<file path="config.mk">
export PLATFORM = sky130hd
export DESIGN_NAME = pdp8_clkrst
export DESIGN_NICKNAME = d
export VERILOG_FILES = /design/src/rtl/pdp8_clkrst.sv
export SDC_FILE = /design/constraint.sdc
export NUM_CORES = 1
export LEC_CHECK = 0
export CAP_MARGIN = 5
export CELL_PAD_IN_SITES_DETAIL_PLACEMENT = 1
export CELL_PAD_IN_SITES_GLOBAL_PLACEMENT = 2
export CORE_ASPECT_RATIO = 0.6
export CORE_MARGIN = 2
export CORE_UTILIZATION = 30
export DETAILED_ROUTE_END_ITERATION = 7
export PLACE_DENSITY_LB_ADDON = 0.1
export SLEW_MARGIN = 20
export SYNTH_ARGS = -nofsm -noshare
export SYNTH_HDL_FRONTEND = slang
export SYNTH_SLANG_ARGS = --single-unit
</file>
<file path="constraint.sdc">
create_clock -name clk -period 1.2 [get_ports clk]
set_input_delay 0.24 -clock clk [delete_from_list [all_inputs] [get_ports clk]]
set_output_delay 0.24 -clock clk [all_outputs]
set_load 0.01 [all_outputs]
</file>
<file path="src/rtl/pdp8_clkrst.sv">
// Clock divider, stretched system reset and button front-end for the PDP-8 core.
// Define CLKRST_DEBOUNCE_EN to enable per-button debounce counters.

module pdp8_clkrst_btn #(
  parameter int DEB_CYCLES = 250000
) (
  input  logic clk,
  input  logic nReset,
  input  logic tick,
  input  logic nBut,
  output logic but,
  output logic butPress
);
  logic [1:0] sync_pipe;
  logic       sync_b;
  logic       but_nxt;

  // Two-flop synchroniser; idles high like an unpressed active-low button.
  always_ff @(posedge clk or negedge nReset)
    if (!nReset) sync_pipe <= 2'b11;
    else         sync_pipe <= {sync_pipe[0], nBut};

  assign sync_b = ~sync_pipe[1];

`ifdef CLKRST_DEBOUNCE_EN
  localparam int CW = $clog2(DEB_CYCLES + 1);
  logic [CW-1:0] cnt;
  logic          cnt_done;

  assign cnt_done = (cnt == CW'(DEB_CYCLES - 1));

  always_ff @(posedge clk or negedge nReset)
    if (!nReset) cnt <= '0;
    else if (tick) begin
      if (sync_b == but || cnt_done) cnt <= '0;
      else                           cnt <= cnt + CW'(1);
    end

  assign but_nxt = (sync_b != but && cnt_done) ? sync_b : but;
`else
  assign but_nxt = sync_b;
`endif

  always_ff @(posedge clk or negedge nReset)
    if (!nReset) begin
      but      <= 1'b0;
      butPress <= 1'b0;
    end else if (tick) begin
      but      <= but_nxt;
      butPress <= but_nxt & ~but;
    end
endmodule

module pdp8_clkrst #(
  parameter int DIV        = 4,
  parameter int RST_CYCLES = 16,
  parameter int NBUT       = 2,
  parameter int DEB_CYCLES = 250000,
  parameter int RST_BUT    = -1
) (
  input  logic            clk,
  input  logic            nReset,
  input  logic [NBUT-1:0] nBut,
  output logic            clkOut,
  output logic            clkEn,
  output logic            sysReset,
  output logic [NBUT-1:0] but,
  output logic [NBUT-1:0] butPress
);
  localparam int DCW = (DIV > 1) ? $clog2(DIV) : 1;
  localparam int RCW = (RST_CYCLES > 1) ? $clog2(RST_CYCLES) : 1;

  logic [DCW-1:0] div_cnt, div_nxt;
  logic [RCW-1:0] rst_cnt;
  logic           rst_req;

  assign div_nxt = (div_cnt == DCW'(DIV - 1)) ? '0 : div_cnt + DCW'(1);

  // Outputs registered from the next count so clkOut rises on the wrap edge.
  always_ff @(posedge clk or negedge nReset)
    if (!nReset) begin
      div_cnt <= '0;
      clkOut  <= 1'b0;
      clkEn   <= 1'b0;
    end else begin
      div_cnt <= div_nxt;
      clkOut  <= (div_nxt < DCW'(DIV - DIV / 2));
      clkEn   <= (div_nxt == DCW'(DIV - 1));
    end

  generate
    if (RST_BUT >= 0) begin : g_rst_but
      assign rst_req = but[RST_BUT];
    end else begin : g_no_rst_but
      assign rst_req = 1'b0;
    end
  endgenerate

  always_ff @(posedge clk or negedge nReset)
    if (!nReset) begin
      sysReset <= 1'b1;
      rst_cnt  <= '0;
    end else if (clkEn) begin
      if (rst_req) begin
        sysReset <= 1'b1;
        rst_cnt  <= '0;
      end else if (sysReset) begin
        if (rst_cnt == RCW'(RST_CYCLES - 1)) sysReset <= 1'b0;
        else                                  rst_cnt  <= rst_cnt + RCW'(1);
      end
    end

  pdp8_clkrst_btn #(.DEB_CYCLES(DEB_CYCLES)) u_btn [NBUT-1:0] (
    .clk      (clk),
    .nReset   (nReset),
    .tick     (clkEn),
    .nBut     (nBut),
    .but      (but),
    .butPress (butPress)
  );
endmodule
</file>
* After elaboration in Yosys (flattened, before gate mapping) *
Index checks and enable logic that the tools add are counted.

word-level totals
  logic and storage cells = 28
  output and inout port bits = 7
  flip-flop bits (word level) = 17
  input bits = 4

operators by class
  $add $sub $neg = 2
  equality and inequality tests = 3
  order comparisons = 1
  muxes and demuxes = 3
  bitwise logic cells = 7
  reductions and logical operators = 1

operators by type and width
  operator                                                       count
  1-bit NOT                                                      5
  4-bit by 1-bit adder with 4-bit output, second input constant  1
  2-bit equality test, second input constant                     2
  4-bit equality test, second input constant                     1
  3-bit AND reduction                                            1
  2-bit by 1-bit adder with 2-bit output, second input constant  1
  1-bit AND                                                      2
  2-bit < comparator, second input constant                      1
  1-bit 2-to-1 mux                                               2
  2-bit 2-to-1 mux                                               1

* Logic depth before layout (Yosys ltp) *
Gate-level depths: netlist of the first run.

  depth in word-level cells = 3
  gate-level depth with buffers = 4
  depth with buffers taken out = 4

* By module *
A second synthesis of the first run with hierarchy kept.

unflattened totals
  cell total of the unflattened synthesis = 47
  area, all modules = 631.9 µm²

modules (own cells, without submodules)
  module           instances  area an instance (µm²)  sequential area each (µm²)  cells each
  pdp8_clkrst      1          376.6                   226.5                       29
  pdp8_clkrst_btn  2          127.6                   102.6                       9

* Worst setup path after synthesis of the first run *
OpenSTA, ideal clock, no wires.

  path kind = reg2reg
  start = reg rst_cnt[0]
  end = reg rst_cnt[1]
  buffers on the path = 0
  stages on the path, launching flop included = 5
  setup time = 0.125 ns
  arrival time = 1.107 ns
  path slack = -0.032 ns
  required time = 1.075 ns
  clock period less this slack = 1.232 ns
  cell sequence = dfrtp_1 -> ha_1 -> nand3_1 -> nand3_1 -> mux2_2

between the ends
  cells in the longest elaborated chain, start to end = 3
  elaborated cells on any way between the ends = 4
  classes of those cells = add/sub (1); eq/ne (1); bitwise (1); reduce/logical (1)

RTL lines
  item                                                                            line  source
  from (decl)                                                                     74    logic [RCW-1:0] rst_cnt;
  from (signal assigned)                                                          109   else rst_cnt <= rst_cnt + RCW'(1);
  branches (longest 3 deep; another with 4-bit by 1-bit adder with 4-bit output)  -

Several ways; the timed one is not identified.
A chain may end at the register's enable or synchronous reset.

* Worst setup path after layout of the first run *
Ends and elaborated chain as after synthesis.

==> results.md, run 1 <==
- Setup-failing EPs final: 1
- Status: complete, but fails checks
- CP Max Fanout: 3
- Via density: 4.13
- Count of pins over their slew limit: 0
- Diodes inserted: 0
- Synth warnings: 0
- Routability Congestion: 0.664
- Maximum VDD drop: 699 uV
- Clock transition at the registers of the reported paths: 0.09 ns
- Area growth, synth to finish: 34.2%
- First-pass GRT wire length: 1940 um
- Avg WL per Cell: 11.7 um
- Initial Utilization: 33.5%
- Starting DRC count in detailed routing: 9
- Family with the most delay on the worst path: flip-flops
- Critical path startpoint: rst_cnt[0]$_DFFE_PN0P_
- Post-synthesis net count: 55
- Worst Path Buf+Inv: 0
- Routed wire length: 1140 um
- Core area: 1940 um^2
- #FFs+latches synth: 17
- Vias: 401
- Library cells used by synthesis: 18
- Synth Instances: 48
- Power Dens Cells: 1090 nW/um^2
- Delay of the slowest cell on the worst path: 0.44 ns
- Mean area per synthesized cell: 13.5 um^2
- Failing checks: negative setup slack
- # clock sinks: 17
- Number of iterations in the first detailed-routing pass: 2
- Die area: 2560 um^2
- Fmax: 827 MHz
- Grt ovf: 0
- Clk_lat worst skew: 0.29 ns
- Hpwl dp: 785 um
- Design area: 870 um^2
- Die Ht: 40.0 um
- Root buf cell: clkbuf_4
- Final Critical Period: 1.21 ns
- Critical path launch point type: register
- TritonCTS clock tree: done
- Final ANT Viol Nets: 0
- Post-Place Cell Area: 796 um^2
- Worst endpoint data arrival time: 1.39 ns
- Vias in the first global route: 437
- Cell mode on critical path: nand3_2
- LEAKAGE: 0.000414 uW
- Max_slew headroom: 86.2%
- Antenna violations before repair: 0
- Chip width: 64.0 um
- Final nets: 77
- RSZ-0062 raised after global routing: true
- DRC errors left: 0
- Final hold violations: 0
- Port buffer count: 10
- FP Rows: 12
- Worst hold path class: input port to async pin
- Period utilization: 101%
- Tot GR Track Use: 11.2%
- Total power: 945 uW
- Critical R2R Launch: rst_cnt[0]$_DFFE_PN0P_
- CTS Buf Count: 3
- CTS Buffer Depth: 2
- Share of cells above drive strength 1: 42.0%
- Worst Path Required: 1.38 ns
- Max-cap viol count: 0
- H-tree depth: 1
- Post-CTS Hold Buffers: 0
- Slowest cell on the critical path: dfrtp_1
- Final setup margin: -0.00982 ns
- Worst Skew: 0.00397 ns
- Crit Path Class: register to register
- Netlist Area Pre-Place: 648 um^2
- Most common cell after layout, fill and taps aside: dfrtp_1
- Register area share after synthesis: 66.6%
- Crit end category: register
- Commonest non-fill, non-tap cells in the layout: 12 x dfrtp_1, 11 x buf_4, 5 x inv_1, 5 x dfstp_2
- Critical-path cell list: ha_4 > nand3_2 > nand3_2 > mux2_4
- Num ports: 11
- Pin count of the biggest net entering global routing: 18
- Setup WS pre-CTS: -0.0754 ns
- Slew @ Worst Pin: 0.207 ns
[sequential cells by signal, summed over array words and instances (netlist names)]
name and flops:
clkEn 1, clkOut 1, div_cnt 2, rst_cnt 4, sysReset 1, u_btn.but 2, u_btn.butPress 2, u_btn.sync_pipe 4
[synthesized netlist by cell type]
cell | number | share of area [%]
o21ai_0 | 2 | 1.5
buf_4 | 4 | 4.6
a21oi_1 | 1 | 0.77
nand3_1 | 3 | 2.3
or2b_1 | 2 | 2.3
xnor2_1 | 1 | 1.4
dfrtp_1 | 12 | 46
nor2b_1 | 1 | 0.97
mux2_2 | 1 | 1.7
nor2_1 | 2 | 1.2
ha_1 | 3 | 5.8
and4_2 | 1 | 1.5
a31oi_1 | 1 | 0.97
o2bb2ai_1 | 2 | 2.7
dfstp_2 | 5 | 20
o21a_1 | 1 | 1.2
inv_1 | 5 | 2.9
mux2i_1 | 1 | 1.5
[kinds of logic after synthesis]
logic type,share of synthesized area [%]
DFF,66.6
and+or+nand+nor,8.30
muxes,3.28
xor gates and xnor gates,1.35
adders and majority gates,5.79
AOI/OAI and AO/OA,7.14
buffers and inverters,7.53
[area by class of cell]
class	count	area, um^2
tap	28	35.0
timing repair buffer	21	163
multi-input combinational	22	194
clock inverter	1	5.00
clock buffer	3	22.5
inverter	5	18.8
fill	210	1070
sequential	17	432
[path summary, 6_finish.rpt]
check | endpoint | slack, ns | depth (start not counted)
max in group asynchronous | sysReset$_DFFE_PN1P_ | 0.69 | 2
hold / removal | clkOut$_DFF_PN0_ | 0.26 | 2
setup reg to reg | rst_cnt[1]$_DFFE_PN0P_ | -0.01 | 4
hold reg to reg | u_btn[0].sync_pipe[1]$_DFF_PN1_ | 0.36 | 0
setup / recovery | rst_cnt[1]$_DFFE_PN0P_ | -0.01 | 4
min in group clk | u_btn[1].sync_pipe[0]$_DFF_PN1_ | 0.35 | 1
[power breakdown]
part           internal [uW]  leakage, uW  switching, uW
Combinational           31.0     0.000191           23.8
Clock                    124    0.0000177            169
Sequential               592     0.000205           5.45
Total                    747     0.000414            199
[metrics by stage]
stage | TNS [ns] | utilization, % | std cells | hold slack [ns]
after floorplan | 0 | - | 48 | -0.0556
after global placement | -0.0751 | 41.1 | 86 | 0.347
after detailed placement | -0.0963 | 41.1 | 86 | 0.350
after CTS | 0 | 44.3 | 95 | 0.259
after global routing | -0.131 | 44.9 | 97 | 0.244
final | -0.00982 | 44.9 | 97 | 0.258
[layer usage]
| layer | GRT usage, % | routed length, um |
|---|---|---|
| met5 | 0 | 0 |
| met2 | 18.8 | 605 |
| met3 | 5.90 | 59 |
| met4 | 6.52 | 0 |
| met1 | 11.8 | 471 |
[repair_timing]
action | CTS | global route
buffers inserted | 5 | 2
endpoints found under the setup margin | 8 | 8
pin swaps | 2 | 0
gates resized for setup | 15 | 6
Power figures use the tool's default switching activity.
==> inputs of run 2 (changes only) <==
--- a/config.mk
+++ b/config.mk
@@ -13,7 +13,8 @@
 export CORE_UTILIZATION = 30
 export DETAILED_ROUTE_END_ITERATION = 7
 export PLACE_DENSITY_LB_ADDON = 0.1
-export SLEW_MARGIN = 20
+export SKIP_CTS_REPAIR_TIMING = 1
+export SLEW_MARGIN = 25
 export SYNTH_ARGS = -nofsm -noshare
 export SYNTH_HDL_FRONTEND = slang
 export SYNTH_SLANG_ARGS = --single-unit
==> results.md, run 2 (synthesis gave the netlist of run 1 again) <==
- Status: complete, but fails checks
- Failing checks: negative setup slack
- Fmax: 827 MHz (about the same)
- Routability Congestion: 0.664 (unchanged)
- Max-cap viol count: 0 (unchanged)
- Die area: 2560 um^2 (unchanged)
- Most common cell after layout, fill and taps aside: dfrtp_1
- Max_slew headroom: 86.2% (about the same)
- Pin count of the biggest net entering global routing: 18 (unchanged)
- CTS Buffer Depth: 2 (unchanged)
- Share of cells above drive strength 1: 33.8% (-8.2 points)
- Antenna violations before repair: 0 (unchanged)
- Worst hold path class: input port to async pin
- DRC errors left: 0 (unchanged)
- Tot GR Track Use: 10.7% (-0.52 points)
- Commonest non-fill, non-tap cells in the layout: 12 x dfrtp_1, 7 x buf_4, 6 x dlymetal6s2s_1, 5 x inv_1, 5 x dfstp_2
- First-pass GRT wire length: 1840 um (-5.0%)
- RSZ-0062 raised after global routing: true
- Number of iterations in the first detailed-routing pass: 2 (unchanged)
- Vias: 389 (-3.0%)
- TritonCTS clock tree: done
- Via density: 4.18 (+1.2%)
- Fillers: 199 (-5.2%)
- Largest registers: rst_cnt: 4 flops, u_btn.sync_pipe: 4 flops
- Diodes inserted: 0 (unchanged)
- Hpwl dp: 785 um (unchanged)
- Worst Path Required: 1.38 ns (about the same)
- Crit Reg-Reg Endpoint: rst_cnt[1]$_DFFE_PN0P_
- Area growth, synth to finish: 36.7%
- Core area: 1940 um^2 (unchanged)
- Count of pins over their slew limit: 0 (unchanged)
- R2R depth: 4 (unchanged)
- Root buf cell: clkbuf_4
- Critical R2R Launch: rst_cnt[1]$_DFFE_PN0P_
- Power Dens Cells: 1060 nW/um^2 (-2.7%)
- Num ports: 11 (unchanged)
- Hold_ws: 0.258 ns (-0.000373 ns)
- CP Max Fanout: 3 (unchanged)
- Final core utilization: 45.7% (+0.84 points)
- Maximum VDD drop: 700 uV (+0.20%)
- Critical path launch point type: register
- Post-route insts no fill: 93 (-4.1%)
- R2r setup slk: -0.009 ns (about the same)
- Final nets: 73 (-5.2%)
- Slew @ Worst Pin: 0.207 ns (+0.0000190 ns)
- Final Critical Period: 1.21 ns (-0.000805 ns)
- Final hold violations: 0 (unchanged)
- Port buffer count: 10 (unchanged)
- Starting DRC count in detailed routing: 12 (+3)
- # clock sinks: 17 (unchanged)
- Period utilization: 101% (about the same)
- Placed cell count: 86 (unchanged)
- Slowest cell on the critical path: dfrtp_1
- Cell mode on critical path: nand3_4
- Final setup margin: -0.00901 ns (+0.000805 ns)
- Setup TNS: -0.00901 ns (+0.000805 ns)
- Die Ht: 40.0 um (unchanged)
- Routed wire length: 1090 um (-4.2%)
- Setup-failing EPs final: 1 (unchanged)
- Crit Path Class: register to register
- H-tree depth: 1 (unchanged)
- Grt ovf: 0 (unchanged)
- Chip width: 64.0 um (unchanged)
- Crit end category: register
- LEAKAGE: 0.000456 uW (+10%)
- Clk_lat worst skew: 0.29 ns (about the same)
- Worst endpoint data arrival time: 1.39 ns (about the same)
- Clock transition at the registers of the reported paths: 0.09 ns (about the same)
- CTS Buf Count: 3 (unchanged)
- Worst Skew: 0.00409 ns (+0.000127 ns)
- Avg WL per Cell: 11.7 um (-0.11%)
- Vias in the first global route: 417 (-4.6%)
- Initial Utilization: 33.5% (unchanged)
- Delay of the slowest cell on the worst path: 0.43 ns (about the same)
- Critical-path cell list: ha_4 > nand3_4 > nand3_4 > mux2_4
- FP Rows: 12 (unchanged)
- Final ANT Viol Nets: 0 (unchanged)
[run 2: where the power goes]
part	internal (uW)	total [uW]	switching (uW)
clock	124	294	170
sequential	592	598	6.53
combinational	25.3	45.3	20.0
[run 2: layer usage]
| metal | GRT usage [%] | routed length (um) | up-vias |
|---|---|---|---|
| met1 | 11.6 | 476 | 189 |
| met5 | 0 | 0 | - |
| met4 | 6.52 | 0 | 0 |
| met2 | 16.9 | 553 | 9 |
| li1 | - | - | 191 |
| met3 | 5.90 | 57 | 0 |
[run 2: critical path: cells and delay by family (launching register included)]
kind                       cells  cell delay [ns]
DFF                            1             0.43
muxes                          1             0.30
adders and majority gates      1             0.19
and+or+nand+nor                2             0.16
[run 2: worst max-delay path by stage]
stage                              to                   start  slack [ns]  cells past startpoint
6_report       rst_cnt[1]$_DFFE_PN0P_  rst_cnt[1]$_DFFE_PN0P_      -0.009                      4
5_1_grt        rst_cnt[1]$_DFFE_PN0P_  rst_cnt[1]$_DFFE_PN0P_       -0.04                      4
4_1_cts                      sysReset    sysReset$_DFFE_PN1P_       -0.40                      1
3_5_place_dp                 sysReset    sysReset$_DFFE_PN1P_       -0.08                      1
3_3_place_gp                 sysReset    sysReset$_DFFE_PN1P_       -0.08                      1
2_1_floorplan  rst_cnt[1]$_DFFE_PN0P_  rst_cnt[0]$_DFFE_PN0P_       0.007                      4
[run 2: metrics by stage]
| stage | total power [uW] | area [um^2] | setup WS, ns |
|---|---|---|---|
| after global placement | 653 | 796 | -0.0751 |
| after floorplan | 625 | 661 | 0.00667 |
| after detailed placement | 656 | 796 | -0.0754 |
| after CTS | 956 | 823 | -0.404 |
| final | 937 | 886 | -0.00901 |
| after global routing | 1000 | 886 | -0.0450 |
[run 2: final cells by class]
| type | count | area [um^2] | area share [%] |
|---|---|---|---|
| flip-flops and latches | 17 | 432 | 48.7 |
| multi-input cells | 22 | 210 | 23.7 |
| repair buffers | 17 | 163 | 18.4 |
| well taps | 28 | 35.0 | 3.95 |
| clock buffers | 3 | 22.5 | 2.54 |
| inverters | 5 | 18.8 | 2.12 |
| clock inverters | 1 | 5.00 | 0.565 |
==> inputs of run 3 (changes only) <==
--- a/config.mk
+++ b/config.mk
@@ -9,10 +9,10 @@
 export CELL_PAD_IN_SITES_DETAIL_PLACEMENT = 1
 export CELL_PAD_IN_SITES_GLOBAL_PLACEMENT = 2
 export CORE_ASPECT_RATIO = 0.6
-export CORE_MARGIN = 2
+export CORE_MARGIN = 3
 export CORE_UTILIZATION = 30
 export DETAILED_ROUTE_END_ITERATION = 7
-export PLACE_DENSITY_LB_ADDON = 0.1
+export PLACE_DENSITY = 0.71
 export SKIP_CTS_REPAIR_TIMING = 1
 export SLEW_MARGIN = 25
 export SYNTH_ARGS = -nofsm -noshare
==> results.md, run 3 (synthesis gave the netlist of run 1 again) <==
- Grt ovf: 0 (unchanged)
- Metal-1 WL: 533 um (+12%)
- Crit Reg-Reg Endpoint: rst_cnt[1]$_DFFE_PN0P_
- Diodes inserted: 0 (unchanged)
- Share of cells above drive strength 1: 33.8% (unchanged)
- FP Rows: 12 (unchanged)
- Worst Path Required: 1.38 ns (about the same)
- Critical path startpoint: rst_cnt[0]$_DFFE_PN0P_
- CP Max Fanout: 2 (-1)
- Chip width: 66.0 um (+3.1%)
- R2r setup slk: 0.01 ns (+0.02 ns)
- Antenna violations before repair: 0 (unchanged)
- Period utilization: 99.2% (-1.5 points)
- Routability Congestion: 0.756 (+14%)
- Critical R2R Launch: rst_cnt[0]$_DFFE_PN0P_
- Slowest cell on the critical path: dfrtp_1
- Family with the most delay on the worst path: flip-flops
- Worst Skew: 0.00428 ns (+0.000182 ns)
- Crit Path Class: register to register
- Placed cell count: 89 (+3.5%)
- Crit path depth: 4 (unchanged)
- End of the critical path: rst_cnt[1]$_DFFE_PN0P_
- Hpwl dp: 905 um (+15%)
- Clk_lat worst skew: 0.29 ns (about the same)
- Critical path launch point type: register
- CTS Buffer Depth: 2 (unchanged)
- Maximum VDD drop: 586 uV (-16%)
- Final nets: 73 (unchanged)
- CTS Buf Count: 3 (unchanged)
- Fmax: 840 MHz (+1.6%)
- Count of pins over their slew limit: 0 (unchanged)
- First-pass GRT wire length: 2070 um (+12%)
- Number of iterations in the first detailed-routing pass: 2 (unchanged)
- Final hold violations: 0 (unchanged)
- H-tree depth: 1 (unchanged)
- Setup-failing EPs final: 0 (-1)
- Largest registers: rst_cnt: 4 flops, u_btn.sync_pipe: 4 flops
- Clock transition at the registers of the reported paths: 0.10 ns (about the same)
- Die area: 2770 um^2 (+8.3%)
- Total power: 941 uW (+0.41%)
- Max-cap viol count: 0 (unchanged)
- Port buffer count: 10 (unchanged)
- Final Critical Period: 1.19 ns (-0.0186 ns)
- Slew @ Worst Pin: 0.214 ns (+0.00615 ns)
- Post-route insts no fill: 93 (unchanged)
- Core area: 1940 um^2 (unchanged)
- Worst Path Buf+Inv: 0 (unchanged)
- Avg WL per Cell: 13.1 um (+12%)
- Tot GR Track Use: 10.0% (-0.63 points)
- Via density: 4.29 (+2.6%)
- Most common cell after layout, fill and taps aside: dfrtp_1
- Starting DRC count in detailed routing: 14 (+2)
- R2R depth: 4 (unchanged)
- TritonCTS clock tree: done
- Area growth, synth to finish: 36.7% (unchanged)
- Pin count of the biggest net entering global routing: 18 (unchanged)
- LEAKAGE: 0.000448 uW (-1.8%)
- Met3 Routed Length: 78 um (+37%)
- Vias: 399 (+2.6%)
- Crit end category: register
- Routed wire length: 1220 um (+12%)
- DRC errors left: 0 (unchanged)
- Root buf cell: clkbuf_4
- Critical-path cell list: ha_4 > nand3_4 > nand3_4 > mux2_2
- # clock sinks: 17 (unchanged)
- Num ports: 11 (unchanged)
- Vias in the first global route: 429 (+2.9%)
- Worst hold path class: input port to async pin
- Met2 routed WL: 605 um (+9.4%)
- Delay of the slowest cell on the worst path: 0.42 ns (about the same)
- Die Ht: 42.0 um (+5.0%)
- Final ANT Viol Nets: 0 (unchanged)
- RSZ-0062 raised after global routing: true
- Initial Utilization: 33.5% (unchanged)
- Max_slew headroom: 85.8% (-0.41 points)
- Status: finished, final reports clean
- Worst endpoint data arrival time: 1.37 ns (-0.02 ns)
- DR top layer: met3
- Cell mode on critical path: nand3_4
- Commonest non-fill, non-tap cells in the layout: 12 x dfrtp_1, 7 x buf_4, 6 x dlymetal6s2s_1, 5 x inv_1, 5 x dfstp_2
- Power Dens Cells: 1060 nW/um^2 (+0.41%)
[run 3: metrics by stage]
stage / setup TNS [ns] / hold WS (ns) / area (um^2) / util (%) / worst slack (ns)
3_3_place_gp: -0.0742 / 0.347 / 818 / 42.2 / -0.0742
6_report: 0 / 0.266 / 886 / 45.7 / 0.00956
4_1_cts: -1.92 / 0.273 / 845 / 43.6 / -0.414
2_1_floorplan: 0 / -0.0556 / 661 / - / 0.00667
3_5_place_dp: -0.108 / 0.352 / 818 / 42.2 / -0.0876
5_1_grt: -0.132 / 0.279 / 886 / 45.7 / -0.0519
[run 3: final cells by class]
type                    count  area, um^2
clock buffers               4        26.3
fillers                   201        1050
inverters                   5        18.8
multi-input cells          22         211
flip-flops and latches     17         432
well taps                  28        35.0
repair buffers             17         163
[run 3: where the power goes]
| group | total, uW | internal (uW) | switching (uW) |
|---|---|---|---|
| sequential | 598 | 592 | 5.87 |
| combinational | 43.2 | 23.4 | 19.8 |
| clock | 300 | 129 | 171 |
[run 3: how the worst min path moves through the flow]
stage | from | to | slack, ns | cells after the start
finish | nReset | clkEn$_DFF_PN0_ | 0.27 | 2
global route | nReset | u_btn[1].but$_DFFE_PN0P_ | 0.28 | 2
CTS | nReset | rst_cnt[0]$_DFFE_PN0P_ | 0.27 | 2
detailed placement | u_btn[0].sync_pipe[0]$_DFF_PN1_ | u_btn[0].sync_pipe[1]$_DFF_PN1_ | 0.35 | 0
global placement | u_btn[0].sync_pipe[0]$_DFF_PN1_ | u_btn[0].sync_pipe[1]$_DFF_PN1_ | 0.35 | 0
floorplan | nReset | clkEn$_DFF_PN0_ | -0.06 | 0
[run 3: metal layers]
| metal | global-route usage (%) | vias up |
|---|---|---|
| met5 | 0 | - |
| met4 | 1.21 | 0 |
| met3 | 4.83 | 0 |
| met2 | 16.1 | 10 |
| met1 | 12.6 | 195 |
| li1 | - | 194 |
